`config.mk`:
```
export PLATFORM = sky130hd
export DESIGN_NAME = ah_demux_route_stage_flat
export DESIGN_NICKNAME = d
export VERILOG_FILES = /design/src/rtl/ah_demux_route_stage_if.sv /design/src/rtl/ah_demux_route_stage.sv /design/src/flat_wrapper.sv
export SDC_FILE = /design/constraint.sdc
export NUM_CORES = 1
export LEC_CHECK = 0
export CAP_MARGIN = 20
export CORE_ASPECT_RATIO = 1.4
export CORE_MARGIN = 2
export CORE_UTILIZATION = 49
export CTS_BUF_LIST = sky130_fd_sc_hd__clkbuf_8
export DETAILED_ROUTE_END_ITERATION = 12
export PLACE_DENSITY = 0.81
export SYNTH_ARGS = -nofsm -noshare
export SYNTH_HDL_FRONTEND = slang
export SYNTH_SLANG_ARGS = --single-unit
```
`constraint.sdc`:
```
create_clock -name clk -period 2.3 [get_ports clk]
set_clock_uncertainty 0.15 [all_clocks]
set_input_delay 0.46 -clock clk [delete_from_list [all_inputs] [get_ports clk]]
set_output_delay 0.46 -clock clk [all_outputs]
set_load 0.03 [all_outputs]
```
`src/rtl/ah_demux_route_stage_if.sv`:
```
// Handshake bundle between the upstream source, the route stage and the demux.
// slave is the route stage's view; master is the view of whoever drives upstream
// beats and the demux-side ready.
interface ah_demux_route_stage_if #(
    parameter int DATA_W = 8,
    parameter int SEL_W  = 6
);
    logic [DATA_W-1:0] up_data;
    logic              up_valid;
    logic              up_ready;
    logic [SEL_W-1:0]  dn_select;
    logic [DATA_W-1:0] dn_data;
    logic              dn_valid;
    logic              dn_ready;

    modport slave (
        input  up_data, up_valid, dn_ready,
        output up_ready, dn_select, dn_data, dn_valid
    );

    modport master (
        output up_data, up_valid, dn_ready,
        input  up_ready, dn_select, dn_data, dn_valid
    );
endinterface

```
`src/rtl/ah_demux_route_stage.sv`:
```
// Ingress route stage in front of the valid/ready demux.
// The header beat of each fixed-length packet selects the egress. The stage
// forwards the packet through one output register and holds the select steady.
// Packets with an out-of-range destination are swallowed.
// Optional build macro AH_ROUTE_DROP_CNT_EN adds a saturating drop counter
// (drop_cnt) with a synchronous clear (drop_cnt_clr).
module ah_demux_route_stage #(
    parameter int DATA_W    = 8,
    parameter int NUM_EGR   = 34,
    parameter int SEL_W     = 6,
    parameter int PKT_BEATS = 4
) (
    input  logic                  clk,
    input  logic                  rst,
    ah_demux_route_stage_if.slave bus,
    output logic                  pkt_busy
`ifdef AH_ROUTE_DROP_CNT_EN
    ,
    input  logic                  drop_cnt_clr,
    output logic [15:0]           drop_cnt
`endif
);
    localparam int                 CNT_W    = $clog2(PKT_BEATS + 1);
    localparam logic [CNT_W-1:0]   CNT_LOAD = CNT_W'(PKT_BEATS);
    localparam logic [SEL_W:0]     EGR_LIM  = (SEL_W + 1)'(NUM_EGR);

    typedef enum logic [1:0] {IDLE, FWD, DROP} state_t;

    state_t           state;
    logic [CNT_W-1:0] cnt;
    logic [SEL_W-1:0] dest;
    logic             in_range;
    logic             accept;
    logic             fwd;
    logic             cnt_last;

    assign dest     = bus.up_data[SEL_W-1:0];
    assign in_range = {1'b0, dest} < EGR_LIM;
    // A dropping packet never touches the output register, so it can drain
    // even while a forwarded beat is still waiting on the demux.
    assign bus.up_ready = (state == DROP) || !bus.dn_valid || bus.dn_ready;
    assign accept   = bus.up_valid && bus.up_ready;
    assign fwd      = accept && ((state == FWD) || ((state == IDLE) && in_range));
    assign cnt_last = (cnt == CNT_W'(1));

    // Output register plus the packet FSM; select is only reloaded by a header.
    always_ff @(posedge clk) begin
        if (rst) begin
            state         <= IDLE;
            cnt           <= '0;
            pkt_busy      <= 1'b0;
            bus.dn_valid  <= 1'b0;
            bus.dn_data   <= '0;
            bus.dn_select <= '0;
        end else begin
            if (fwd) begin
                bus.dn_valid <= 1'b1;
                bus.dn_data  <= bus.up_data;
                if (state == IDLE) bus.dn_select <= dest;
            end else if (bus.dn_ready) begin
                bus.dn_valid <= 1'b0;
            end

            case (state)
                IDLE: begin
                    if (accept) begin
                        cnt      <= CNT_LOAD;
                        pkt_busy <= 1'b1;
                        state    <= in_range ? FWD : DROP;
                    end
                end
                FWD, DROP: begin
                    if (accept) begin
                        if (cnt_last) begin
                            state    <= IDLE;
                            pkt_busy <= 1'b0;
                        end else begin
                            cnt <= cnt - CNT_W'(1);
                        end
                    end
                end
                default: begin
                    state    <= IDLE;
                    pkt_busy <= 1'b0;
                end
            endcase
        end
    end

`ifdef AH_ROUTE_DROP_CNT_EN
    logic drop_hdr;
    assign drop_hdr = accept && (state == IDLE) && !in_range;

    // Saturating count of dropped headers; a clear wins but still counts a
    // coincident drop.
    always_ff @(posedge clk) begin
        if (rst)
            drop_cnt <= '0;
        else if (drop_cnt_clr)
            drop_cnt <= drop_hdr ? 16'd1 : 16'd0;
        else if (drop_hdr && (drop_cnt != 16'hFFFF))
            drop_cnt <= drop_cnt + 16'd1;
    end
`endif
endmodule

```
`src/flat_wrapper.sv`:
```
// flat-port wrapper written by rule: the top's interface ports become plain ports
module ah_demux_route_stage_flat 
#(
    parameter int DATA_W    = 8,
    parameter int NUM_EGR   = 34,
    parameter int SEL_W     = 6,
    parameter int PKT_BEATS = 4
)
  (clk, rst, pkt_busy, bus_up_data, bus_up_valid, bus_dn_ready, bus_up_ready, bus_dn_select, bus_dn_data, bus_dn_valid);
  ah_demux_route_stage_if #(.DATA_W(DATA_W), .SEL_W(SEL_W)) bus_i ();
  input  logic clk;
  input  logic rst;
  output logic pkt_busy;
  input wire logic [$bits(bus_i.up_data)-1:0] bus_up_data;
  input wire logic [$bits(bus_i.up_valid)-1:0] bus_up_valid;
  input wire logic [$bits(bus_i.dn_ready)-1:0] bus_dn_ready;
  output wire logic [$bits(bus_i.up_ready)-1:0] bus_up_ready;
  output wire logic [$bits(bus_i.dn_select)-1:0] bus_dn_select;
  output wire logic [$bits(bus_i.dn_data)-1:0] bus_dn_data;
  output wire logic [$bits(bus_i.dn_valid)-1:0] bus_dn_valid;
  assign bus_i.up_data = bus_up_data;
  assign bus_i.up_valid = bus_up_valid;
  assign bus_i.dn_ready = bus_dn_ready;
  assign bus_up_ready = bus_i.up_ready;
  assign bus_dn_select = bus_i.dn_select;
  assign bus_dn_data = bus_i.dn_data;
  assign bus_dn_valid = bus_i.dn_valid;
  ah_demux_route_stage #(.DATA_W(DATA_W), .NUM_EGR(NUM_EGR), .SEL_W(SEL_W), .PKT_BEATS(PKT_BEATS)) u_core (.clk(clk), .rst(rst), .bus(bus_i), .pkt_busy(pkt_busy));
endmodule
```
==> results.py <==
metrics = {
    "route": {
        "drt-initial-drc-count": 23,
        "wl_per_cell_um": 13.65,
        "first_pass_iters": 6,
        "num_vias": 945,
        "wirelength_um": 2361,
        "vias_per_cell": 5.462,
        "drc_errors": 0,
        "postRouteAntennaNets": 0,
    },
    "timing": {
        "maxSlewViolCount": 0,
        "period_minus_slack_ns": 2.112,
        "finalCritPeriodShare_pct": 91.84,
        "rsz0062_at_grt": "no",
        "finalHoldViolCount": 0,
        "setup_viol_count_final": 0,
        "tightest_slew_ns": 0.5364,
        "max_freq_ghz": 0.4734,
        "relSlewSlack_pct": 64.24,
        "whs_ns": 0.3450,
    },
    "global_routing": {
        "grt_usage_pct": 20.53,
        "grt_max_degree": 32,
        "grt_pass1_wl_um": 4057,
        "grt.busiest_layer": "met2",
        "grt.met3_usage_pct": 3.927,
        "grt-ovfl-total": 0,
        "gr-usage-met1_pct": 23.01,
        "grt_antenna_before_repair": 0,
        "use_met2_pct": 36.76,
        "grt_pass1_vias": 961,
    },
    "finish": {
        "final_util_pct": 67.62,
        "layout.cells.non_filler": 173,
        "syn_to_final_growth_pct": 32.61,
        "antennaDiodeCount": 0,
        "multi_input_comb_area_um2": 615.6,
        "ff_latch_area_um2": 420.4,
        "fin_area_um2": 1455,
        "nNetsFinal": 169,
        "final_common_cell": "clkdlybuf4s50_1",
        "fillers": 162,
        "drive_gt1_share_pct": 14.57,
        "layout_common_cells": "27 x clkdlybuf4s50_1, 21 x dfxtp_1, 16 x o21ai_0",
    },
    "floorplanning": {
        "die_w_um": 44.00,
        "ios": 29,
        "die_y_um": 59.99,
        "dieArea_um2": 2639,
        "start_util_pct": 50.99,
        "core-area_um2": 2152,
        "rows": 20,
    },
    "power": {
        "ir_worst_vdd_uv": 630.1,
        "finalPower_mw": 1.462,
        "powerDensity_nw_per_um2": 1005,
        "total_leakage_power_nw": 0.5401,
    },
    "clock_tree": {
        "clock-sinks": 21,
        "cts_hold_buffers": 0,
        "clkSlewWorstSetupHoldPaths_ns": 0.07,
        "max-clock-path-buffers": 2,
        "root_buffer": "clkbuf_8",
        "cts_buffers": 3,
        "cts_tree": "built",
        "htreeDepth": 1,
        "postCtsSetupBuffers": 0,
        "clk-insertion-delay-late_ns": 0.26,
    },
    "worst_setup_path": {
        "critPathArrivalTime_ns": 2.09,
        "cp-end-kind": "flop",
        "worstSetupPathType": "in -> reg",
        "critical_path.max_fanout": 9,
        "cp_num_buf_inv": 2,
        "crit_required_ns": 2.28,
        "worstPathCellList": "clkdlybuf4s50_1 -> or3b_1 -> buf_4 -> nand2_1 -> or2_1 -> o21ai_2",
        "startpoint_type": "primary input",
        "slowest_stage": "or2_1",
        "crit_family": "simple AND/OR/NAND/NOR gates",
        "cp_num_cells": 6,
        "crit_path_max_incr_delay_ns": 0.45,
        "rr_worst_depth": 7,
    },
    "hold_path": {
        "hold_depth": 2,
        "hold_path.class": "reg -> reg",
    },
    "synthesis": {
        "synthesis.nets": 137,
        "syn_area_per_cell_um2": 9.144,
        "synth_seq_cells": 21,
        "synth_top_family_by_area": "compound AO/OA/AOI/OAI gates",
        "syn_area_um2": 1097,
        "synth-simple-area-share_pct": 22.35,
        "syn_inst": 120,
        "synth_compound_area_share_pct": 26.23,
        "seq_area_frac_synth_pct": 38.31,
        "yosys.area_share.adder_pct": 5.701,
        "ys_types": 33,
        "synth-xor-area-share_pct": 0,
        "synthMuxAreaShare_pct": 1.824,
        "yosys_warnings": 0,
    },
    "place": {
        "dp_hpwl_um": 1724,
        "placed_area_um2": 1415,
        "gp_congestion": 0.7805,
        "io_buffers": 28,
        "dp.cells": 169,
    },
    "flow_run": {
        "maxCapViolations": 0,
    },
    "run_status": {
        "status": "complete, no violations",
    },
}
-- synthesized netlist by cell type, drive strengths merged --
cell	number	area share, %
o21ai	24	14
dfxtp	21	38
nand2b	9	5.1
nor2b	9	5.1
nand3b	7	4.8
a21oi	5	3.0
ha	5	5.7
inv	5	1.7
buf	4	2.4
clkbuf	4	1.5
nand2	4	1.4
nor2	3	1.0
mux2i	2	1.8
o2111ai	2	1.6
or3	2	1.1
a211oi	1	0.68
a311oi	1	0.80
a31oi	1	0.57
nand3	1	0.46
nand4b	1	0.80
nor3	1	0.46
o211a	1	0.91
o211ai	1	0.68
o311ai	1	0.80
o41a	1	1.0
o41ai	1	2.5
or2	1	0.57
or2b	1	0.68
or3b	1	0.80
-- per-stage QoR --
step	setup slack, ns	setup TNS (ns)
2_1_floorplan	0.4361	0
3_3_place_gp	-0.2010	-0.4757
3_5_place_dp	-0.1950	-0.5692
4_1_cts	0.02900	0
5_1_grt	0.1046	0
6_report	0.1877	0
-- final timing paths --
| path | from | to | slack (ns) |
|---|---|---|---|
| worst max-delay path | bus_dn_ready | u_core.bus.dn_data[5] | 0.19 |
| worst min-delay path | u_core.bus.dn_valid | u_core.bus.dn_valid | 0.35 |
| worst max register to register | u_core.state[0] | u_core.bus.dn_data[5] | 0.21 |
| worst min register to register | u_core.bus.dn_valid | u_core.bus.dn_valid | 0.35 |
-- cell type report --
class                           instances  share of cell area (%)
Multi-Input combinational cell         86                   42.30
Sequential cell                        21                   28.89
Timing Repair Buffer                   35                   22.53
Clock buffer                            3                   2.837
Tap cell                               22                   1.892
Inverter                                5                   1.290
Clock inverter                          1                  0.2580
-- power breakdown --
part,total [mW],internal (mW),switching (mW)
Combinational,0.719,0.305,0.414
Sequential,0.511,0.457,0.0539
Clock,0.232,0.119,0.113
Total,1.46,0.880,0.581
-- cells by family (layout without fill, tap and decap cells) --
logic type | after synthesis | in the layout
compound gates | 39 | 39
mux | 2 | 2
buf+inv | 13 | 44
flops | 21 | 21
fa+ha+maj | 5 | 5
simple gates | 40 | 40
-- metal layers --
metal  part of all wire [%]  up-vias
met1                     43      432
met3                    4.7        2
met2                     52       26
met4                   0.93        0
met5                      0        -
li1                       -      485
-- state kept, by name, summed over array words and instances (netlist names) --
register,cells
u_core.bus.dn_data,8
u_core.bus.dn_select,6
u_core.cnt,3
u_core.state,2
u_core.bus.dn_valid,1
u_core.pkt_busy,1
-- timing repair --
item                                    in CTS  in global routing
endpoints found under the setup margin       1                  1
pin swaps                                    0                  0
gates resized for setup                      1                  2
-- worst min-delay path, cell delays in order (launching register included) --
cell and delay (ns):
dfxtp_1 0.32, nand2b_1 0.08, a21oi_2 0.05
Note: power is estimated with default switching activity, not from simulation.
